## src/rtl/lsu_pkg.sv

```systemverilog
// rtl/lsu_pkg.sv - shared types and constants for the load/store controller
//
// Purpose : widths, memory depth, FSM state enum and the request struct
//           shared between the execute stage and lsu_ctrl.
// Contents: ADDR_W, DATA_W, DEPTH, TAG_W, lsu_state_e, lsu_req_t, addr_oob()
package lsu_pkg;

    localparam int ADDR_W = 6;
    localparam int DATA_W = 16;
    localparam int DEPTH  = 32;
    localparam int TAG_W  = 3;

    typedef enum logic [1:0] {
        IDLE  = 2'd0,
        ISSUE = 2'd1,
        WAIT  = 2'd2,
        RESP  = 2'd3
    } lsu_state_e;

    typedef struct packed {
        logic              we;
        logic [ADDR_W-1:0] addr;
        logic [DATA_W-1:0] wdata;
        logic [TAG_W-1:0]  tag;
    } lsu_req_t;

    // The 6-bit address space is larger than the implemented memory.
    function automatic logic addr_oob(input logic [ADDR_W-1:0] addr);
        return addr >= ADDR_W'(DEPTH);
    endfunction

endpackage

```

## src/rtl/lsu_ctrl_if.sv

```systemverilog
// rtl/lsu_ctrl_if.sv - request, memory and response bus of the load/store controller
//
// Purpose : bundles the execute-side request handshake, the data memory port,
//           the writeback response handshake and the status outputs.
// Modports: slave  - the controller (lsu_ctrl)
//           master - the surrounding core (execute stage, memory, writeback)
interface lsu_ctrl_if;
    import lsu_pkg::*;

    logic              req_valid;
    logic              req_ready;
    logic              req_we;
    logic [ADDR_W-1:0] req_addr;
    logic [DATA_W-1:0] req_wdata;
    logic [TAG_W-1:0]  req_tag;

    logic [ADDR_W-1:0] mem_addr;
    logic [DATA_W-1:0] mem_wdata;
    logic              mem_we;
    logic              mem_re;
    logic [DATA_W-1:0] mem_rdata;

    logic              rsp_valid;
    logic              rsp_ready;
    logic [DATA_W-1:0] rsp_data;
    logic [TAG_W-1:0]  rsp_tag;

    logic              err_oob;
    logic [15:0]       op_cnt;

    modport slave (
        input  req_valid, req_we, req_addr, req_wdata, req_tag,
        input  mem_rdata, rsp_ready,
        output req_ready, mem_addr, mem_wdata, mem_we, mem_re,
        output rsp_valid, rsp_data, rsp_tag, err_oob, op_cnt
    );

    modport master (
        output req_valid, req_we, req_addr, req_wdata, req_tag,
        output mem_rdata, rsp_ready,
        input  req_ready, mem_addr, mem_wdata, mem_we, mem_re,
        input  rsp_valid, rsp_data, rsp_tag, err_oob, op_cnt
    );

endinterface

```

## src/rtl/lsu_ctrl.sv

```systemverilog
// rtl/lsu_ctrl.sv - load/store controller in front of the 32x16 data memory
//
// Purpose : accepts one load/store per request, drives registered memory
//           strobes, returns load data with its tag to writeback, flags
//           out-of-range addresses and counts completed operations.
// Ports   : clk - rising-edge clock
//           rst - synchronous active-high reset
//           bus - lsu_ctrl_if.slave (request, memory, response, status)
module lsu_ctrl
    import lsu_pkg::*;
(
    input  logic       clk,
    input  logic       rst,
    lsu_ctrl_if.slave  bus
);

    lsu_state_e        r_state;
    logic              r_we;
    logic              r_oob;
    logic [TAG_W-1:0]  r_tag;

    lsu_req_t          w_req;
    logic              w_oob;

    assign w_req = '{we:    bus.req_we,
                     addr:  bus.req_addr,
                     wdata: bus.req_wdata,
                     tag:   bus.req_tag};
    assign w_oob = addr_oob(w_req.addr);

    assign bus.req_ready = (r_state == IDLE);

    always_ff @(posedge clk) begin
        if (rst) begin
            r_state       <= IDLE;
            r_we          <= 1'b0;
            r_oob         <= 1'b0;
            r_tag         <= '0;
            bus.mem_addr  <= '0;
            bus.mem_wdata <= '0;
            bus.mem_we    <= 1'b0;
            bus.mem_re    <= 1'b0;
            bus.rsp_valid <= 1'b0;
            bus.rsp_data  <= '0;
            bus.rsp_tag   <= '0;
            bus.err_oob   <= 1'b0;
            bus.op_cnt    <= '0;
        end else begin
            // Strobes and the error flag are single-cycle pulses.
            bus.mem_we  <= 1'b0;
            bus.mem_re  <= 1'b0;
            bus.err_oob <= 1'b0;

            case (r_state)
                IDLE: begin
                    if (bus.req_valid) begin
                        r_we        <= w_req.we;
                        r_tag       <= w_req.tag;
                        r_oob       <= w_oob;
                        bus.err_oob <= w_oob;
                        // Strobes are set here so they are high during ISSUE;
                        // address/data only move for requests that really reach memory.
                        if (!w_oob) begin
                            bus.mem_addr <= w_req.addr;
                            bus.mem_we   <= w_req.we;
                            bus.mem_re   <= !w_req.we;
                            if (w_req.we) begin
                                bus.mem_wdata <= w_req.wdata;
                            end
                        end
                        r_state <= ISSUE;
                    end
                end

                ISSUE: begin
                    if (r_we) begin
                        // Dropped out-of-range stores are not counted.
                        if (!r_oob) begin
                            bus.op_cnt <= bus.op_cnt + 16'd1;
                        end
                        r_state <= IDLE;
                    end else begin
                        r_state <= WAIT;
                    end
                end

                WAIT: begin
                    bus.rsp_data  <= r_oob ? '0 : bus.mem_rdata;
                    bus.rsp_tag   <= r_tag;
                    bus.rsp_valid <= 1'b1;
                    r_state       <= RESP;
                end

                RESP: begin
                    if (bus.rsp_ready) begin
                        bus.rsp_valid <= 1'b0;
                        bus.op_cnt    <= bus.op_cnt + 16'd1;
                        r_state       <= IDLE;
                    end
                end

                default: r_state <= IDLE;
            endcase
        end
    end

endmodule

```

## src/flat_wrapper.sv

```systemverilog
// flat-port wrapper written by rule: the top's interface ports become plain ports
module lsu_ctrl_flat import lsu_pkg::*;
  (clk, rst, bus_req_valid, bus_req_we, bus_req_addr, bus_req_wdata, bus_req_tag, bus_mem_rdata, bus_rsp_ready, bus_req_ready, bus_mem_addr, bus_mem_wdata, bus_mem_we, bus_mem_re, bus_rsp_valid, bus_rsp_data, bus_rsp_tag, bus_err_oob, bus_op_cnt);
  lsu_ctrl_if bus_i ();
  input  logic clk;
  input  logic rst;
  input wire logic [$bits(bus_i.req_valid)-1:0] bus_req_valid;
  input wire logic [$bits(bus_i.req_we)-1:0] bus_req_we;
  input wire logic [$bits(bus_i.req_addr)-1:0] bus_req_addr;
  input wire logic [$bits(bus_i.req_wdata)-1:0] bus_req_wdata;
  input wire logic [$bits(bus_i.req_tag)-1:0] bus_req_tag;
  input wire logic [$bits(bus_i.mem_rdata)-1:0] bus_mem_rdata;
  input wire logic [$bits(bus_i.rsp_ready)-1:0] bus_rsp_ready;
  output wire logic [$bits(bus_i.req_ready)-1:0] bus_req_ready;
  output wire logic [$bits(bus_i.mem_addr)-1:0] bus_mem_addr;
  output wire logic [$bits(bus_i.mem_wdata)-1:0] bus_mem_wdata;
  output wire logic [$bits(bus_i.mem_we)-1:0] bus_mem_we;
  output wire logic [$bits(bus_i.mem_re)-1:0] bus_mem_re;
  output wire logic [$bits(bus_i.rsp_valid)-1:0] bus_rsp_valid;
  output wire logic [$bits(bus_i.rsp_data)-1:0] bus_rsp_data;
  output wire logic [$bits(bus_i.rsp_tag)-1:0] bus_rsp_tag;
  output wire logic [$bits(bus_i.err_oob)-1:0] bus_err_oob;
  output wire logic [$bits(bus_i.op_cnt)-1:0] bus_op_cnt;
  assign bus_i.req_valid = bus_req_valid;
  assign bus_i.req_we = bus_req_we;
  assign bus_i.req_addr = bus_req_addr;
  assign bus_i.req_wdata = bus_req_wdata;
  assign bus_i.req_tag = bus_req_tag;
  assign bus_i.mem_rdata = bus_mem_rdata;
  assign bus_i.rsp_ready = bus_rsp_ready;
  assign bus_req_ready = bus_i.req_ready;
  assign bus_mem_addr = bus_i.mem_addr;
  assign bus_mem_wdata = bus_i.mem_wdata;
  assign bus_mem_we = bus_i.mem_we;
  assign bus_mem_re = bus_i.mem_re;
  assign bus_rsp_valid = bus_i.rsp_valid;
  assign bus_rsp_data = bus_i.rsp_data;
  assign bus_rsp_tag = bus_i.rsp_tag;
  assign bus_err_oob = bus_i.err_oob;
  assign bus_op_cnt = bus_i.op_cnt;
  lsu_ctrl u_core (.clk(clk), .rst(rst), .bus(bus_i));
endmodule
```

## config.mk

```make
export PLATFORM = sky130hd
export DESIGN_NAME = lsu_ctrl_flat
export DESIGN_NICKNAME = d
export VERILOG_FILES = /design/src/rtl/lsu_pkg.sv /design/src/rtl/lsu_ctrl_if.sv /design/src/rtl/lsu_ctrl.sv /design/src/flat_wrapper.sv
export SDC_FILE = /design/constraint.sdc
export NUM_CORES = 1
export LEC_CHECK = 0
export CORE_MARGIN = 2
export CORE_UTILIZATION = 43
export CTS_CLUSTER_DIAMETER = 50
export DETAILED_ROUTE_END_ITERATION = 12
export PLACE_DENSITY = 0.78
export SYNTH_ARGS = -nofsm -noshare
export SYNTH_HDL_FRONTEND = slang
export SYNTH_SLANG_ARGS = --single-unit
```

## constraint.sdc

```tcl
create_clock -name clk -period 2.15 [get_ports clk]
set_input_delay 0.215 -clock clk [delete_from_list [all_inputs] [get_ports clk]]
set_output_delay 0.215 -clock clk [all_outputs]
set_load 0.05 [all_outputs]
```

==> results.toml <==
[outcome]
run_status = "completed"

[route]
drc = 0
drt_iter0_drc = 109
via_count = 2469
viasPerCell = 5.10
drt_wl_total_mm = 6.47
first_pass_iters = 4
ant_nets = 0
wl_per_cell_um = 13.4

[final_layout]
area_delta_synth_final_pct = 49.9
final_area_mm2 = 0.00402
multiInputGateArea_mm2 = 0.00121
final_cell_mix = "clkdlybuf4s50_1, dfxtp_1, a21oi_1"
ff_latch_area_mm2 = 0.00136
final_common_cell = "clkdlybuf4s50_1"
drive_gt1_share_pct = 7.09
nNetsFinal = 452
n_antenna_cell = 0
num-fill-cells = 515

[global_route]
grt_first_pass_wirelength_mm = 11.0
grt_start_max_net_pins = 37
antenna_found_initial = 0
grt_pass1_vias = 2342
grt_overflow = 0
grt_use_total_pct = 19.1

[timing]
max_freq_mhz = 512
min_period_ns = 1.95
finalSetupTns_ns = 0
clock_skew_ns = 0.00496
hold_viol = 0
timing.final.crit_share_pct = 90.8
tightest_slew_ns = 0.541
slew_headroom_pct = 63.8
rsz0062_at_grt = "no"
setup_violations = 0
slew_viol_final = 0

[clock_tree]
cts_tree = "done"
postCtsSetupRepairBufs = 0
worstSkewPairLatency_ns = 0.33
htreeDepth = 3
cts_buffer_depth = 2
clk_pin_slew_ns = 0.07
post_cts_resized = 0
root_buffer = "clkbuf_8"
cts_buffers = 9
hold_buffers = 0
cts_num_sinks = 68

[worst_hold_path]
hold_start = "rst"
hold_class = "in2reg"

[floorplan]
die_height_um = 82.9
core-area_mm2 = 0.00596
die-area_mm2 = 0.00688
start_util_pct = 45.0
rows = 28
fp.dieW_um = 82.9
num_io_pins = 108

[placement]
placed_area_mm2 = 0.00379
place.gp.congestion = 0.774
port_buffers = 107
place_hpwl_mm = 4.44

[synth]
ys_warn_count = 0
netlist_area_mm2 = 0.00268
syn-instance-count = 303
synth.avg_cell_area_um2 = 8.84
syn_nets = 350
ys_ff_latch = 68
ys_seq_area_share_pct = 50.8
synthDistinctLibCells = 31

[power]
ir_drop_mv = 0.459
p_per_area_mw_per_mm2 = 739
p_leak_uw = 0.00143

[critical_path]
timing.rr.start = "u_core.bus.op_cnt[2]$_SDFFE_PP0P_"
endpoint_kind = "output pin"
crit_required_ns = 1.93
critPathKind = "reg2out"
crit_path_max_fanout = 8
worstPathArrival_ns = 1.74
worstSetupStartpointType = "register"

[run]
max-cap-violations = 0
-- area by class of cell --
cell class,count,share of cell area (%)
multi-input combinational,210,30.0
timing repair buffer,115,28.0
clock buffer,11,3.77
tap,75,2.34
inverter,1,0.0935
clock inverter,4,1.81
sequential,68,33.9
-- path summary, 6_finish.rpt --
path | slack, ns | end | cells after the start
setup / recovery | 0.20 | bus_req_ready | 2
hold / removal | 0.33 | u_core.r_tag[0]$_SDFFE_PP0P_ | 2
setup reg to reg | 0.24 | u_core.bus.op_cnt[12]$_SDFFE_PP0P_ | 4
hold reg to reg | 0.46 | u_core.bus.mem_wdata[11]$_SDFFE_PP0P_ | 2
-- cell families (layout without fill, tap and decap cells) --
family	count (synthesis)	count (layout)	synth area share [%]
AOI/OAI and AO/OA	66	66	13.7
adders and majority gates	1	1	0.467
xor gates and xnor gates	5	5	1.63
DFF	68	68	50.8
and+or+nand+nor	129	129	25.5
buffers and inverters	25	131	4.48
muxes	9	9	3.36
-- power by group --
| group | internal, uW | switching, uW | total (uW) |
|---|---|---|---|
| Combinational | 199 | 269 | 468 |
| Clock | 708 | 453 | 1160 |
| Sequential | 1310 | 33.7 | 1340 |
| Total | 2210 | 756 | 2970 |
-- per-stage QoR --
step	total power (uW)	cells	setup WS [ns]	hold slack (ns)	utilization, %
6_report	2970	484	0.199	0.326	67.4
3_3_place_gp	1830	469	0.257	0.441	63.7
2_1_floorplan	1650	303	0.186	0.351	-
4_1_cts	3000	484	0.185	0.319	67.4
3_5_place_dp	1840	469	0.204	0.450	63.7
5_1_grt	3110	484	0.123	0.350	67.4
-- per-layer routing --
layer / track usage (%) / wire (um)
met5: 0 / 0
met4: 8.64 / 68
met3: 6.96 / 525
met2: 28.1 / 2840
met1: 24.9 / 3040
-- registers in the layout (all words and copies together) (netlist names), named ones only --
name and cells:
u_core.r_we 1, u_core.bus.mem_re 1, u_core.bus.mem_addr 6, u_core.bus.mem_wdata 16, u_core.bus.op_cnt 16, u_core.bus.mem_we 1, u_core.bus.err_oob 1, u_core.bus.rsp_valid 1
u_core.bus.rsp_data 16, u_core.r_oob 1, u_core.bus.rsp_tag 3, u_core.r_state 1, u_core.r_tag 3
-- worst max-delay path, stage by stage, from the launching register on --
cell and delay [ns]:
dfxtp_1 0.42, nor2_1 0.14, clkdlybuf4s50_1 0.84
-- cells in the mapped netlist --
master      n  area (um^2)
a21oi_1    50          250
and2_0      1         6.26
and3_1      2         12.5
and3b_1     1         8.76
and4_1      2         17.5
buf_2       3         15.0
buf_6       3         33.8
clkbuf_1   18         67.6
dfxtp_1    68         1360
ha_1        1         12.5
inv_1       1         3.75
mux2i_1     9         90.1
nand2_1    34          128
nand2b_1    4         25.0
nand3_1    19         95.1
nand4_1     2         12.5
nor2_1     32          120
nor3_1      1         5.00
nor3b_1    18          135
nor3b_2     1         12.5
nor3b_4     1         18.8
nor4b_2     1         15.0
o2111ai_1   1         8.76
o211ai_1    2         15.0
o211ai_2    1         12.5
o21ai_0     4         20.0
o21ai_2     1         8.76
o31ai_1     7         52.6
or3_1       3         18.8
or4_1       7         52.6
xor2_1      5         43.8
(Power assumes the default switching activity.)
